===== config.mk =====
export PLATFORM = sky130hd
export DESIGN_NAME = game_ctrl
export DESIGN_NICKNAME = d
export VERILOG_FILES = /design/src/rtl/game_ctrl.sv
export SDC_FILE = /design/constraint.sdc
export NUM_CORES = 1
export LEC_CHECK = 0
export CORE_MARGIN = 4
export CORE_UTILIZATION = 37
export CTS_BUF_LIST = sky130_fd_sc_hd__clkbuf_4
export DETAILED_ROUTE_END_ITERATION = 8
export SLEW_MARGIN = 0
export SYNTH_ARGS = -nofsm -noshare
export SYNTH_HDL_FRONTEND = slang
export SYNTH_SLANG_ARGS = --single-unit

===== constraint.sdc =====
create_clock -name clk -period 3.78 [get_ports clk]
set_input_delay 0.756 -clock clk [delete_from_list [all_inputs] [get_ports clk]]
set_output_delay 0.756 -clock clk [all_outputs]
set_load 0.005 [all_outputs]

===== src/rtl/game_ctrl.sv =====
// ---------------------------------------------------------------------------
// game_ctrl
//
// Game-flow controller. Conditions six raw push-buttons (two-flop
// synchroniser, counter debouncer, rising-edge press detector) and runs the
// game state machine  none -> load -> activate <-> pause -> terminate.
//
// Ports
//   clk          in   system clock (only clock)
//   clr          in   asynchronous active-low reset
//   btn_start    in   raw button, active-high, asynchronous
//   btn_pause    in   raw button, active-high, asynchronous
//   btn_up       in   raw button, active-high, asynchronous
//   btn_down     in   raw button, active-high, asynchronous
//   btn_left     in   raw button, active-high, asynchronous
//   btn_right    in   raw button, active-high, asynchronous
//   crash        in   synchronous collision flag, sampled every cycle
//   status       out  one-hot game state (load 1000, activate 0100,
//                     pause 0010, terminate 0001, none 0000), registered
//   direction    out  {up, down, left, right}, at most one bit set,
//                     registered, non-zero only while in activate
//   restart      out  one-cycle pulse on load -> activate, registered
// ---------------------------------------------------------------------------
module game_ctrl #(
  parameter int DEBOUNCE_CYCLES = 1_000_000,
  parameter int SPLASH_CYCLES   = 200_000_000
) (
  input  logic       clk,
  input  logic       clr,
  input  logic       btn_start,
  input  logic       btn_pause,
  input  logic       btn_up,
  input  logic       btn_down,
  input  logic       btn_left,
  input  logic       btn_right,
  input  logic       crash,
  output logic [3:0] status,
  output logic [3:0] direction,
  output logic       restart
);

  // Button indices inside the conditioned vectors.
  localparam int NBTN    = 6;
  localparam int B_START = 0;
  localparam int B_PAUSE = 1;
  localparam int B_UP    = 2;
  localparam int B_DOWN  = 3;
  localparam int B_LEFT  = 4;
  localparam int B_RIGHT = 5;

  // Counter widths; the debounce counter only needs to reach DEBOUNCE_CYCLES-1.
  localparam int DW = (DEBOUNCE_CYCLES > 2) ? $clog2(DEBOUNCE_CYCLES) : 1;
  localparam int SW = (SPLASH_CYCLES > 1) ? $clog2(SPLASH_CYCLES) : 1;
  localparam logic [DW-1:0] DEB_MAX    = DW'(DEBOUNCE_CYCLES - 1);
  localparam logic [SW-1:0] SPLASH_MAX = SW'(SPLASH_CYCLES - 1);

  // State encodings double as the status bus, so status is the state register.
  typedef enum logic [3:0] {
    ST_NONE  = 4'b0000,
    ST_LOAD  = 4'b1000,
    ST_ACT   = 4'b0100,
    ST_PAUSE = 4'b0010,
    ST_TERM  = 4'b0001
  } state_e;

  // ---------------------------------------------------------------------------
  // Input conditioning
  // ---------------------------------------------------------------------------
  logic [NBTN-1:0]         btn_raw_s;
  logic [NBTN-1:0]         sync1_q, sync1_d;
  logic [NBTN-1:0]         sync2_q, sync2_d;
  logic [NBTN-1:0]         deb_q,   deb_d;
  logic [NBTN-1:0]         prev_q,  prev_d;
  logic [NBTN-1:0][DW-1:0] cnt_q,   cnt_d;
  logic [NBTN-1:0]         press_s;

  assign btn_raw_s = {btn_right, btn_left, btn_down, btn_up, btn_pause, btn_start};

  // A press is the first cycle the debounced level is seen high.
  assign press_s = deb_q & ~prev_q;

  // Debounce next-state: count while the synchronised and debounced levels
  // disagree, flip the debounced level once they have disagreed long enough.
  always_comb begin
    sync1_d = btn_raw_s;
    sync2_d = sync1_q;
    prev_d  = deb_q;
    deb_d   = deb_q;
    cnt_d   = cnt_q;
    for (int i = 0; i < NBTN; i++) begin
      if (sync2_q[i] == deb_q[i]) begin
        cnt_d[i] = '0;
      end else if (cnt_q[i] == DEB_MAX) begin
        deb_d[i] = ~deb_q[i];
        cnt_d[i] = '0;
      end else begin
        cnt_d[i] = cnt_q[i] + DW'(1);
      end
    end
  end

  // Conditioning registers.
  always_ff @(posedge clk or negedge clr) begin
    if (!clr) begin
      sync1_q <= '0;
      sync2_q <= '0;
      deb_q   <= '0;
      prev_q  <= '0;
      cnt_q   <= '0;
    end else begin
      sync1_q <= sync1_d;
      sync2_q <= sync2_d;
      deb_q   <= deb_d;
      prev_q  <= prev_d;
      cnt_q   <= cnt_d;
    end
  end

  // ---------------------------------------------------------------------------
  // Game state machine
  // ---------------------------------------------------------------------------
  state_e          state_q, state_d;
  logic [SW-1:0]   splash_q, splash_d;
  logic            restart_q, restart_d;
  logic [3:0]      direction_q, direction_d;

  // Fixed priority up > down > left > right, one-hot result.
  function automatic logic [3:0] dir_prio(input logic up, input logic down,
                                          input logic left, input logic right);
    logic [3:0] r;
    if (up) begin
      r = 4'b1000;
    end else if (down) begin
      r = 4'b0100;
    end else if (left) begin
      r = 4'b0010;
    end else if (right) begin
      r = 4'b0001;
    end else begin
      r = 4'b0000;
    end
    return r;
  endfunction

  // Next-state and next-output logic. Presses not consumed by the current
  // state are simply dropped, so nothing is queued.
  always_comb begin
    state_d     = state_q;
    splash_d    = splash_q;
    restart_d   = 1'b0;
    direction_d = 4'b0000;

    case (state_q)
      ST_NONE: begin
        if (splash_q == SPLASH_MAX) begin
          state_d  = ST_LOAD;
          splash_d = '0;
        end else begin
          splash_d = splash_q + SW'(1);
        end
      end
      ST_LOAD: begin
        if (press_s[B_START]) begin
          state_d   = ST_ACT;
          restart_d = 1'b1;
        end else begin
          state_d = ST_LOAD;
        end
      end
      ST_ACT: begin
        // Crash outranks a simultaneous pause press.
        if (crash) begin
          state_d = ST_TERM;
        end else if (press_s[B_PAUSE]) begin
          state_d = ST_PAUSE;
        end else begin
          state_d = ST_ACT;
        end
      end
      ST_PAUSE: begin
        if (press_s[B_PAUSE]) begin
          state_d = ST_ACT;
        end else begin
          state_d = ST_PAUSE;
        end
      end
      ST_TERM: begin
        if (press_s[B_START]) begin
          state_d = ST_LOAD;
        end else begin
          state_d = ST_TERM;
        end
      end
      default: begin
        state_d  = ST_NONE;
        splash_d = '0;
      end
    endcase

    // Keyed on the next state so direction clears on the same edge that
    // status leaves activate.
    if (state_d == ST_ACT) begin
      direction_d = dir_prio(deb_q[B_UP], deb_q[B_DOWN], deb_q[B_LEFT], deb_q[B_RIGHT]);
    end else begin
      direction_d = 4'b0000;
    end
  end

  // State and output registers.
  always_ff @(posedge clk or negedge clr) begin
    if (!clr) begin
      state_q     <= ST_NONE;
      splash_q    <= '0;
      restart_q   <= 1'b0;
      direction_q <= 4'b0000;
    end else begin
      state_q     <= state_d;
      splash_q    <= splash_d;
      restart_q   <= restart_d;
      direction_q <= direction_d;
    end
  end

  assign status    = state_q;
  assign direction = direction_q;
  assign restart   = restart_q;

endmodule


**After elaboration in Yosys (flattened, before gate mapping)**

Cells that the tools add are included.

- Memories kept: 0
- Output and inout port bits: 9
- RAM bits: 0
- Memory bits (read-only): 0
- Input port bits: 9
- Bits in latches: 0
- Word-level logic and storage cells: 94
- Register bits: 177

- Multiply operators: 0
- $lt $le $gt $ge: 0
- Shift operators: 0
- Reductions and logical operators: 8
- Bitwise logic cells: 14
- Eq/ne operators: 18
- Muxes and demuxes: 28
- Add/subtract/negate cells: 7
- Divide/modulo/power cells: 0

Operators with widths:

| cell | count |
|---|---|
| two-way mux 20 bit | 12 |
| adder 20 x 1 -> 20 bit (second input constant) | 6 |
| equality test 20 bit (second input constant) | 6 |
| case mux 28 bit (2 select lines) | 1 |
| adder 28 x 1 -> 28 bit (second input constant) | 1 |
| equality test 28 bit (second input constant) | 1 |
| two-way mux 28 bit | 1 |
| two-way mux 4 bit | 5 |
| case mux 4 bit (5 select lines) | 1 |
| two-way mux 3 bit | 4 |
| NOT 1 bit | 12 |
| AND reduction 2 bit | 6 |
| equality test 4 x 3 -> 1 bit (second input constant) | 2 |
| equality test 1 bit | 6 |
| equality test 4 x 1 -> 1 bit (second input constant) | 1 |
| equality test 4 x 2 -> 1 bit (second input constant) | 1 |
| equality test 4 bit (second input constant) | 1 |
| logical NOT 4 bit | 1 |
| OR reduction 4 bit | 1 |
| two-way mux 1 bit | 3 |
| bitwise AND 2 bit | 1 |
| two-way mux 2 bit | 1 |
| NOT 2 bit | 1 |

**Depth between registers and ports, before layout**

Gate-level depths: netlist (run 1).

- Depth after elaboration: 7
- Gate-level depth with buffers: 8
- Gate-level depth less buffers: 6

**Least setup slack after synthesis (run 1)**

OpenSTA, ideal clock, no wires.

- Path kind: register -> register
- Start point: register splash_q[11]
- End point: register splash_q[22]
- Cell stages (with the launch flop): 6
- Slack: 1.755 ns
- Data arrival time: 1.901 ns
- Period minus slack after synthesis: 2.025 ns
- Setup time: 0.124 ns
- Path buffers: 0
- Data required time: 3.656 ns
- Path through: dfrtp_1 or4b_1 nor4b_4 a21oi_2 and3_1 a211o_1

- Cells in the longest elaborated chain, start to end: 3
- Elaborated cells on any way between the ends: 4
- Those cells by class: add/sub: 1; eq/ne: 1; mux: 2

RTL lines:

| item | line | RTL |
|---|---|---|
| start: declaration | 123 | `logic [SW-1:0] splash_q, splash_d;` |
| start signal: assignment | 218 | `splash_q <= splash_d;` |
| adder 28 x 1 -> 28 bit or equality test 28 bit (tied branches) | 159, 155 |  |
| two-way mux 28 bit * | 155 | `if (splash_q == SPLASH_MAX) begin` |
| case mux 28 bit (2 select lines) * | 153 | `case (state_q)` |

Mark *: on every way between the ends. The rest lies on a longest branch, timed or not.
A chain may end at the register's enable or synchronous reset.

**Final worst setup path (run 1)**

- Start point: register state_q[0] (netlist: status[0])
- End point: output status[0]

RTL lines:

| item | line | RTL |
|---|---|---|
| start: declaration | 122 | `state_e state_q, state_d;` |
| start signal: assignment | 217 | `state_q <= state_d;` |
| end: declaration | 37 | `output logic [3:0] status,` |

No word-level cell between the ends.

==> out/results.ini, run 1 <==
[grt]
grt_pass1_vias = 5631
antenna_found_initial = 1
grt_pass1_wl_um = 27500
grt_max_degree = 76
gr-usage-all-layers_pct = 13.4
overflow = 0

[floorplan]
die_width_um = 159
placementRows = 54
dieArea_um2 = 25200
core_um2 = 22100
initial_core_util_pct = 38.0
io_pins = 18
die_h_um = 159

[critical_path]
crit_path_cell_trace = clkdlybuf4s50_1
critical_path_required_ns = 3.02
crit_path_end_kind = primary output
critPathMaxStageDelay_ns = 0.70
worstPathMaxFanout = 18
crit_family = flip-flops
critPathBufInv = 1
crit_type = flop to primary output
cp_slowest_cell = dfrtp_1
start_kind = flop
cp.arrival_ns = 1.87

[cts]
cts_max_path_buffers = 2
numCtsBuffers = 17
cts-resized-gates = 0
cts_sinks = 177
clkLatencyLatePin_ns = 0.55
root_buffer = clkbuf_4
cts_tree = yes
htreeDepth = 4
cts_setup_buffers = 0
hold_buffers = 0
clk_pin_slew_ns = 0.15

[routing]
highest_layer = met4
wl_met2_um = 7120
drtPass1Iterations = 5
wl_met1_um = 7910
drtIter0Drc = 275
wl_met3_um = 370
num_vias = 5716
drt_wl_total_um = 15600
antenna_left = 0
drc = 0
viasPerCell = 5.01
routedWlPerCell_um = 13.7

[pwr]
p_sw_share_pct = 24.8
power.internal_w = 0.00229
p_leak_nw = 3.87
seqPwrFrac_pct = 63.5
pwr-share-comb_pct = 3.4
peakVddDrop_mv = 0.219
clkPwrFrac_pct = 33.1
p_switching_w = 0.000756
power.density_nw_per_um2 = 334

[timing]
slew_viol_final = 0
hold_slack_ns = 0.192
final-setup-viol-count = 0
tns_ns = 0
max_slew_margin_pct = 28.6
timing.final.crit_share_pct = 69.5
worst_clock_skew_ns = 0.0193
tightestPinTransition_ns = 1.06
rsz0062_at_grt = no
finalHoldViolCount = 0
fin_crit_ns = 2.63
timing.fmax_mhz = 381

[logic_synthesis]
ys_warn_count = 0
postSynthCellCount = 830
synth_top_family_by_area = simple AND/OR/NAND/NOR gates
synth-async-reset-ratio_pct = 100
synth_nets = 846
synthXorXnorAreaFrac_pct = 12.8
synth_fa_ha_area_share_pct = 1.04
synth_area_leader_cell = dfrtp_1
synth_cell_types = 59
ys_ff_latch = 177
syn_area_um2 = 8390
postSynthAreaPerCell_um2 = 10.1
synth_edf_count = 0
synth_compound_area_share_pct = 4.28
synthMuxAreaShare_pct = 1.33
synth_top_area_share_pct = 52.8
yosysSeqAreaShare_pct = 52.8
synth-simple-area-share_pct = 25.6
synth.area.top_cells = dfrtp_1 (53%), xor2_1 (8.2%), nor2_1 (6.8%)
synth_ff_type = dfrtp_1

[hold_path]
hold_path.class = primary input to async pin

[placement]
port_buffers = 17
place.gp.congestion = 0.803
dpl_cell_area_um2 = 8860
hpwl_um = 10500

[status]
status = completed

[layout]
fin_area_um2 = 9110
multi_input_area_um2 = 3780
area_growth_pct = 8.62
final_util_pct = 41.3
nNetsFinal = 864
register_area_um2 = 4430
drive_gt1_share_pct = 6.98
fillers = 2139

[flow_run]
maxCapViolations = 0

## cell families after synthesis
family                     count (synthesis)
and+or+nand+nor                          420
xor gates and xnor gates                 123
DFF                                      177
buffers and inverters                     42
muxes                                      9
adders and majority gates                  7
AOI/OAI and AO/OA                         52
## worst paths after layout
| kind | to | slack, ns | from | cells after the start |
|---|---|---|---|---|
| max | status[0] | 1.15 | status[0]$_DFF_PN0_ | 1 |
| min | cnt_q[28]$_DFF_PN0_ | 0.19 | clr | 1 |
| max reg2reg | splash_q[18]$_DFFE_PN0N_ | 1.34 | status[3]$_DFF_PN0_ | 6 |
| min reg2reg | sync2_q[0]$_DFF_PN0_ | 0.37 | sync1_q[0]$_DFF_PN0_ | 0 |
| max in group asynchronous | cnt_q[51]$_DFF_PN0_ | 2.85 | clr | 2 |
| min in group clk | sync2_q[0]$_DFF_PN0_ | 0.37 | sync1_q[0]$_DFF_PN0_ | 0 |
## cells in the mapped netlist, drive strengths merged (4+ instances only)
library cell	instances
a21oi	15
and3	21
and4	9
buf	10
clkbuf	11
dfrtp	177
ha	7
inv	21
mux2	7
nand2	56
nand3	63
nand3b	6
nand4	30
nor2	154
nor3	22
nor4	16
nor4b	6
nor4bb	4
o2111ai	5
o211ai	4
o21ai	5
o31ai	8
or2	8
or4	8
xnor2	44
xor2	79
## final cells by class
type	count	area share, %
diodes	1	0.0275
clock buffers	19	1.57
clock inverters	12	1.18
inverters	21	0.865
multi-input cells	611	41.5
flip-flops and latches	177	48.6
well taps	280	3.84
repair buffers	20	2.40
## layer usage
| metal | GRT usage [%] | up-vias |
|---|---|---|
| met5 | 0 | - |
| met2 | 19.9 | 55 |
| met3 | 2.77 | 10 |
| li1 | - | 2905 |
| met4 | 4.55 | 0 |
| met1 | 19.5 | 2746 |
## per-stage QoR
stage / setup slack, ns / total power, W / instances
after CTS: 1.11 / 0.00310 / 1140
after global routing: 1.01 / 0.00320 / 1141
final: 1.15 / 0.00304 / 1141
after global placement: 1.40 / 0.00208 / 1109
after floorplan: 1.76 / 0.00201 / 830
after detailed placement: 1.37 / 0.00208 / 1109
## sequential cells by signal, summed over array words and instances, names as in the netlist, 2 cells and up
register / flops
sync1_q: 6
deb_q: 6
sync2_q: 6
direction: 4
status: 4
splash_q: 28
cnt_q: 120
prev_q: 2
## cells in the final DEF (no fill, tap or decap), drive strengths merged, types with 19 or more instances in the layout
| master | count |
|---|---|
| clkbuf | 19 |
| xor2 | 79 |
| and3 | 21 |
| nor2 | 154 |
| nand4 | 30 |
| nand2 | 56 |
| dfrtp | 177 |
| xnor2 | 44 |
| inv | 26 |
| nand3 | 63 |
| nor3 | 22 |
## worst reg2reg max path: stages (launching register included)
cell and delay (ns):
dfrtp_1 0.52, xor2_1 0.27, mux2i_4 0.16, o21ai_1 0.85
buf_4 0.31, nor2_4 0.10, a21oi_1 0.16
## power by group through the flow
stage	logic, W	clock network (W)	registers [W]
CTS	0.000108	0.00105	0.00193
global route	0.000121	0.00114	0.00194
detailed placement	0.000108	0	0.00197
global placement	0.000108	0	0.00197
floorplan	0.0000485	0	0.00197
finish	0.000103	0.00101	0.00193
Power figures use the tool's default switching activity.
==> run 2, diff against run 1 <==
==> constraint.sdc (replaced) <==
create_clock -name clk -period 2.5 [get_ports clk]
set_input_delay 0.5 -clock clk [delete_from_list [all_inputs] [get_ports clk]]
set_output_delay 0.5 -clock clk [all_outputs]
set_load 0.005 [all_outputs]
==> run 2 against run 1 <==
Compared with the run above:
- sequential power up 52%
- largest cell class unchanged
- first-iteration DRC count shrank 6.2%
- combinational power rose by 55%
- hold slack improved by 0.16 ns
- clock skew up 0.0085 ns
- critical endpoint is now status[2]
==> out/results.ini, run 2 (synthesis results as in run 1) <==
[cts]
numCtsBuffers = 17  ; unchanged
clk_pin_slew_ns = 0.16  ; was 0.15 ns
cts_sinks = 177  ; unchanged
cts_tree = yes  ; unchanged
cts_setup_buffers = 0  ; unchanged
htreeDepth = 4  ; unchanged
clkLatencyLatePin_ns = 0.56  ; was 0.55 ns
cts_max_path_buffers = 2  ; unchanged
root_buffer = clkbuf_4  ; unchanged

[critical_path]
critPathMaxStageDelay_ns = 0.63  ; was 0.70 ns
reg2reg_slack_ns = 0.26  ; was 1.34 ns
cp_slowest_cell = dfrtp_1  ; unchanged
crit_path_end_kind = primary output  ; unchanged
worstPathMaxFanout = 10  ; was 18
cp.arrival_ns = 1.80  ; was 1.87 ns
r2r-start = splash_q[13]$_DFFE_PN0N_  ; was status[3]$_DFF_PN0_
crit_type = flop to primary output  ; unchanged
ff2ff_path_depth = 5  ; was 6
critPathBufInv = 1  ; unchanged
start_kind = flop  ; unchanged
r2r-end = splash_q[2]$_DFFE_PN0N_  ; was splash_q[18]$_DFFE_PN0N_
crit_path_cell_trace = clkdlybuf4s50_1  ; unchanged
critical_path_required_ns = 2.00  ; was 3.02 ns
crit_family = flip-flops  ; unchanged

[routing]
drt_wl_total_um = 15700  ; was 15,600 um
routedWlPerCell_um = 13.6  ; was 13.7 um
drtIter0Drc = 258  ; was 275
viasPerCell = 5.02  ; was 5.01
drtPass1Iterations = 4  ; was 5
num_vias = 5794  ; was 5,716
drc = 0  ; unchanged
antenna_left = 0  ; unchanged

[pwr]
power.density_nw_per_um2 = 527  ; was 334 nW/um^2
peakVddDrop_mv = 0.407  ; was 0.219 mV
p_leak_nw = 3.97  ; was 3.87 nW
power.total_w = 0.00490  ; was 0.00304 W

[floorplan]
dieArea_um2 = 25200  ; unchanged
placementRows = 54  ; unchanged
core_um2 = 22100  ; unchanged
die_width_um = 159  ; unchanged
io_pins = 18  ; unchanged
die_h_um = 159  ; unchanged
initial_core_util_pct = 38.0  ; unchanged

[timing]
max_slew_margin_pct = 54.8  ; was 28.6%
timing.fmax_mhz = 435
setup_slack_ns = 0.203  ; was 1.15 ns
tightestPinTransition_ns = 0.671  ; was 1.06 ns
tns_ns = 0  ; unchanged
timing.final.crit_share_pct = 91.9
final-setup-viol-count = 0  ; unchanged
finalHoldViolCount = 0  ; unchanged
slew_viol_final = 0  ; unchanged
rsz0062_at_grt = no  ; unchanged
fin_crit_ns = 2.30
worst_clock_skew_ns = 0.0279  ; was 0.0193 ns

[grt]
grt_pass1_wl_um = 27700  ; was 27,500 um
antenna_found_initial = 1  ; unchanged
gr-usage-all-layers_pct = 13.5  ; was 13.4%
grt_pass1_vias = 5707  ; was 5,631
overflow = 0  ; unchanged
grt_max_degree = 54  ; was 76

[hold_path]
min_to = sync1_q[1]$_DFF_PN0_
holdPathStages = 1
hold_path.class = primary input to flop  ; was primary input to async pin
min_from = btn_pause

[layout]
final_cell_mix = dfrtp_1 (177), nor2_1 (153), xor2_1 (79), nand3_1 (63), nand2_1 (55)  ; unchanged
final_cells = 1155  ; was 1,141
area_growth_pct = 10.9  ; was 8.62%
largest_reg_flops = 120  ; unchanged
nNetsFinal = 877  ; was 864
drive_gt1_share_pct = 8.58  ; was 6.98%
final_common_cell = dfrtp_1  ; unchanged
largest_register = cnt_q  ; unchanged
reg_top3 = cnt_q (120), splash_q (28)  ; unchanged

[placement]
hpwl_um = 10900  ; was 10,500 um
pre_cts_ws_ns = 0.270  ; was 1.37 ns
port_buffers = 17  ; unchanged
place.gp.congestion = 0.804  ; was 0.803
place_inst = 1121  ; was 1,109

[status]
status = completed  ; unchanged

[flow_run]
maxCapViolations = 0  ; unchanged

==> run 2: how the worst max path moves through the flow <==
stage	cells after the start	slack [ns]	end	startpoint
after floorplan	5	0.48	splash_q[22]$_DFFE_PN0N_	splash_q[11]$_DFFE_PN0N_
after global placement	5	0.34	splash_q[16]$_DFFE_PN0N_	splash_q[13]$_DFFE_PN0N_
after detailed placement	5	0.27	splash_q[5]$_DFFE_PN0N_	splash_q[13]$_DFFE_PN0N_
after CTS	1	0.13	status[2]	status[2]$_DFF_PN0_
after global routing	6	0.07	splash_q[23]$_DFFE_PN0N_	splash_q[13]$_DFFE_PN0N_
final	1	0.20	status[2]	status[2]$_DFF_PN0_
==> run 2: cell type report <==
class / instances / area, um^2
antenna: 1 / 2.50
timing repair buffer: 33 / 319
tap: 280 / 350
multi-input combinational: 611 / 3780
clock buffer: 17 / 128
clock inverter: 15 / 210
inverter: 21 / 78.8
sequential: 177 / 4430
fill: 2106 / 12800
==> run 2: what timing repair did <==
item,CTS,global route
hold endpoints to repair,40,0
hold buffers,1,0
gates resized for setup,0,0
==> run 2: where the power goes <==
group	switching, W	internal [W]	total (W)
logic	0.000110	0.0000500	0.000160
clock network	0.00115	0.000666	0.00181
registers	0.0000282	0.00290	0.00293
total	0.00129	0.00361	0.00490
==> run 2: metal layers <==
metal | vias up | track usage (%) | wire length (um)
li1 | 2934 | - | -
met1 | 2799 | 18.9 | 7870
met2 | 48 | 21.2 | 7220
met3 | 13 | 2.64 | 439
met4 | 0 | 4.14 | 199
met5 | - | 0 | 0
==> run 2: through the flow <==
step	hold WS [ns]	utilization (%)	instance area, um^2
after floorplan	0.204	-	8390
after global placement	0.336	40.5	8950
after detailed placement	0.339	40.5	8950
after CTS	0.281	42.1	9300
after global routing	0.283	42.1	9300
final	0.352	42.1	9300
==> run 3, diff against run 2 <==
--- a/config.mk
+++ b/config.mk
@@ -5,7 +5,6 @@
 export SDC_FILE = /design/constraint.sdc
 export NUM_CORES = 1
 export LEC_CHECK = 0
-export CORE_MARGIN = 4
 export CORE_UTILIZATION = 37
 export CTS_BUF_LIST = sky130_fd_sc_hd__clkbuf_4
 export DETAILED_ROUTE_END_ITERATION = 8
==> run 3 against run 2 <==
Compared with the run above:
- final area up 0.19%
- wire length is 1.1% lower
- critical path depth rose by 4
- largest cell class unchanged
- highest routed layer unchanged
==> out/results.ini, run 3 (synthesis results as in run 1) <==
[timing]
hold_slack_ns = 0.331  ; was 0.352 ns
tns_ns = 0  ; unchanged
rsz0062_at_grt = no  ; unchanged
final-setup-viol-count = 0  ; unchanged
fin_crit_ns = 2.31  ; was 2.30 ns
timing.fmax_mhz = 433  ; was 435 MHz
finalHoldViolCount = 0  ; unchanged
timing.final.crit_share_pct = 92.4  ; was 91.9%
max_slew_margin_pct = 49.7  ; was 54.8%
worst_clock_skew_ns = 0.0170  ; was 0.0279 ns
tightestPinTransition_ns = 0.748  ; was 0.671 ns
setup_slack_ns = 0.189  ; was 0.203 ns
slew_viol_final = 0  ; unchanged

[floorplan]
core_um2 = 22000  ; was 22,100 um^2
die_h_um = 153  ; was 159 um
initial_core_util_pct = 38.1  ; was 38.0%
dieArea_um2 = 23300  ; was 25,200 um^2
placementRows = 54  ; unchanged
io_pins = 18  ; unchanged
die_width_um = 153  ; was 159 um

[critical_path]
crit_family = simple AND/OR/NAND/NOR gates  ; was flip-flops
critPathBufInv = 0  ; was 1
crit_path_end_kind = flop  ; was primary output
cp_slowest_cell = or4b_2  ; was dfrtp_1
cp.arrival_ns = 2.76  ; was 1.80 ns
critPathMaxStageDelay_ns = 0.70  ; was 0.63 ns
crit_path_cell_trace = or4b_2 -> nor4_4 -> a21oi_1 -> nor2_4 -> nor2_1  ; was clkdlybuf4s50_1
worstPathMaxFanout = 15  ; was 10
critical_path_required_ns = 2.95  ; was 2.00 ns
ff2ff_path_depth = 5  ; unchanged
r2r-end = splash_q[19]$_DFFE_PN0N_  ; was splash_q[2]$_DFFE_PN0N_
reg2reg_slack_ns = 0.19  ; was 0.26 ns
start_kind = flop  ; unchanged
crit_type = flop to flop  ; was flop to primary output
r2r-start = splash_q[13]$_DFFE_PN0N_  ; unchanged

[hold_path]
min_to = sync1_q[4]$_DFF_PN0_  ; was sync1_q[1]$_DFF_PN0_
hold_path.class = primary input to flop  ; unchanged
holdPathStages = 1  ; unchanged
min_from = btn_left  ; was btn_pause

[cts]
cts_tree = yes  ; unchanged
cts_max_path_buffers = 2  ; unchanged
htreeDepth = 4  ; unchanged
numCtsBuffers = 17  ; unchanged
clkLatencyLatePin_ns = 0.58  ; was 0.56 ns
cts-resized-gates = 0  ; unchanged
clk_pin_slew_ns = 0.16  ; about the same
root_buffer = clkbuf_4  ; unchanged
cts_sinks = 177  ; unchanged

[routing]
antenna_left = 0  ; unchanged
drt_wl_total_um = 15600  ; was 15,700 um
drc = 0  ; unchanged
drtPass1Iterations = 6  ; was 4
viasPerCell = 5.06  ; was 5.02
drtIter0Drc = 375  ; was 258
num_vias = 5851  ; was 5,794
routedWlPerCell_um = 13.4  ; was 13.6 um

[pwr]
power.total_w = 0.00494  ; was 0.00490 W
peakVddDrop_mv = 0.306  ; was 0.407 mV
power.density_nw_per_um2 = 531  ; was 527 nW/um^2
p_leak_nw = 3.99  ; was 3.97 nW

[layout]
area_growth_pct = 11.1  ; was 10.9%
largest_reg_flops = 120  ; unchanged
final_cells = 1157  ; was 1,155
nNetsFinal = 879  ; was 877
drive_gt1_share_pct = 8.79  ; was 8.58%
final_cell_mix = dfrtp_1 (177), nor2_1 (153), xor2_1 (79), nand3_1 (63), nand2_1 (55)  ; unchanged
final_common_cell = dfrtp_1  ; unchanged
largest_register = cnt_q  ; unchanged
reg_top3 = cnt_q (120), splash_q (28)  ; unchanged

[grt]
grt_pass1_wl_um = 27100  ; was 27,700 um
grt_max_degree = 53  ; was 54
antenna_found_initial = 1  ; unchanged
gr-usage-all-layers_pct = 14.3  ; was 13.5%
grt_pass1_vias = 5626  ; was 5,707
overflow = 0  ; unchanged

[placement]
pre_cts_ws_ns = 0.242  ; was 0.270 ns
place.gp.congestion = 0.791  ; was 0.804
place_inst = 1123  ; was 1,121
hpwl_um = 10600  ; was 10,900 um
port_buffers = 17  ; unchanged

[flow_run]
maxCapViolations = 0  ; unchanged

[status]
status = completed  ; unchanged

## run 3: routing by layer
| metal | GRT usage (%) | share of wire (%) | vias to the layer above |
|---|---|---|---|
| met5 | 0 | 0 | - |
| li1 | - | - | 2938 |
| met4 | 5.58 | 1.5 | 0 |
| met2 | 22.3 | 46 | 61 |
| met1 | 19.6 | 50 | 2834 |
| met3 | 2.79 | 2.4 | 18 |
## run 3: cell type report
type / instances / area (um^2)
tap: 280 / 350
multi-input combinational: 611 / 3780
antenna: 1 / 2.50
clock buffer: 18 / 135
fill: 2128 / 12700
timing repair buffer: 35 / 334
inverter: 21 / 78.8
sequential: 177 / 4430
clock inverter: 14 / 205
## run 3: worst max-delay path by stage
stage | start | endpoint | slack (ns) | cells past startpoint
after global routing | status[0]$_DFF_PN0_ | status[0] | 0.05 | 2
after floorplan | splash_q[11]$_DFFE_PN0N_ | splash_q[22]$_DFFE_PN0N_ | 0.48 | 5
after global placement | splash_q[13]$_DFFE_PN0N_ | splash_q[16]$_DFFE_PN0N_ | 0.33 | 5
after CTS | status[0]$_DFF_PN0_ | status[0] | 0.12 | 2
final | splash_q[13]$_DFFE_PN0N_ | splash_q[19]$_DFFE_PN0N_ | 0.19 | 5
after detailed placement | splash_q[13]$_DFFE_PN0N_ | splash_q[9]$_DFFE_PN0N_ | 0.24 | 5
## run 3: report_power, final
part | switching, W | internal (W)
Clock | 0.00103 | 0.000826
Combinational | 0.000111 | 0.0000507
Sequential | 0.0000279 | 0.00290
## run 3: timing repair
item | in CTS | in global routing
buffers inserted | 0 | 0
hold endpoints to repair | 41 | 0
hold buffers | 1 | 0
endpoints found under the setup margin | 0 | 0
## run 3: stage by stage
stage                     instance area (um^2)  utilization [%]
after CTS                                 9320             42.3
after detailed placement                  8970             40.7
after global routing                      9320             42.3
after floorplan                           8390                -
after global placement                    8970             40.7
final                                     9320             42.3
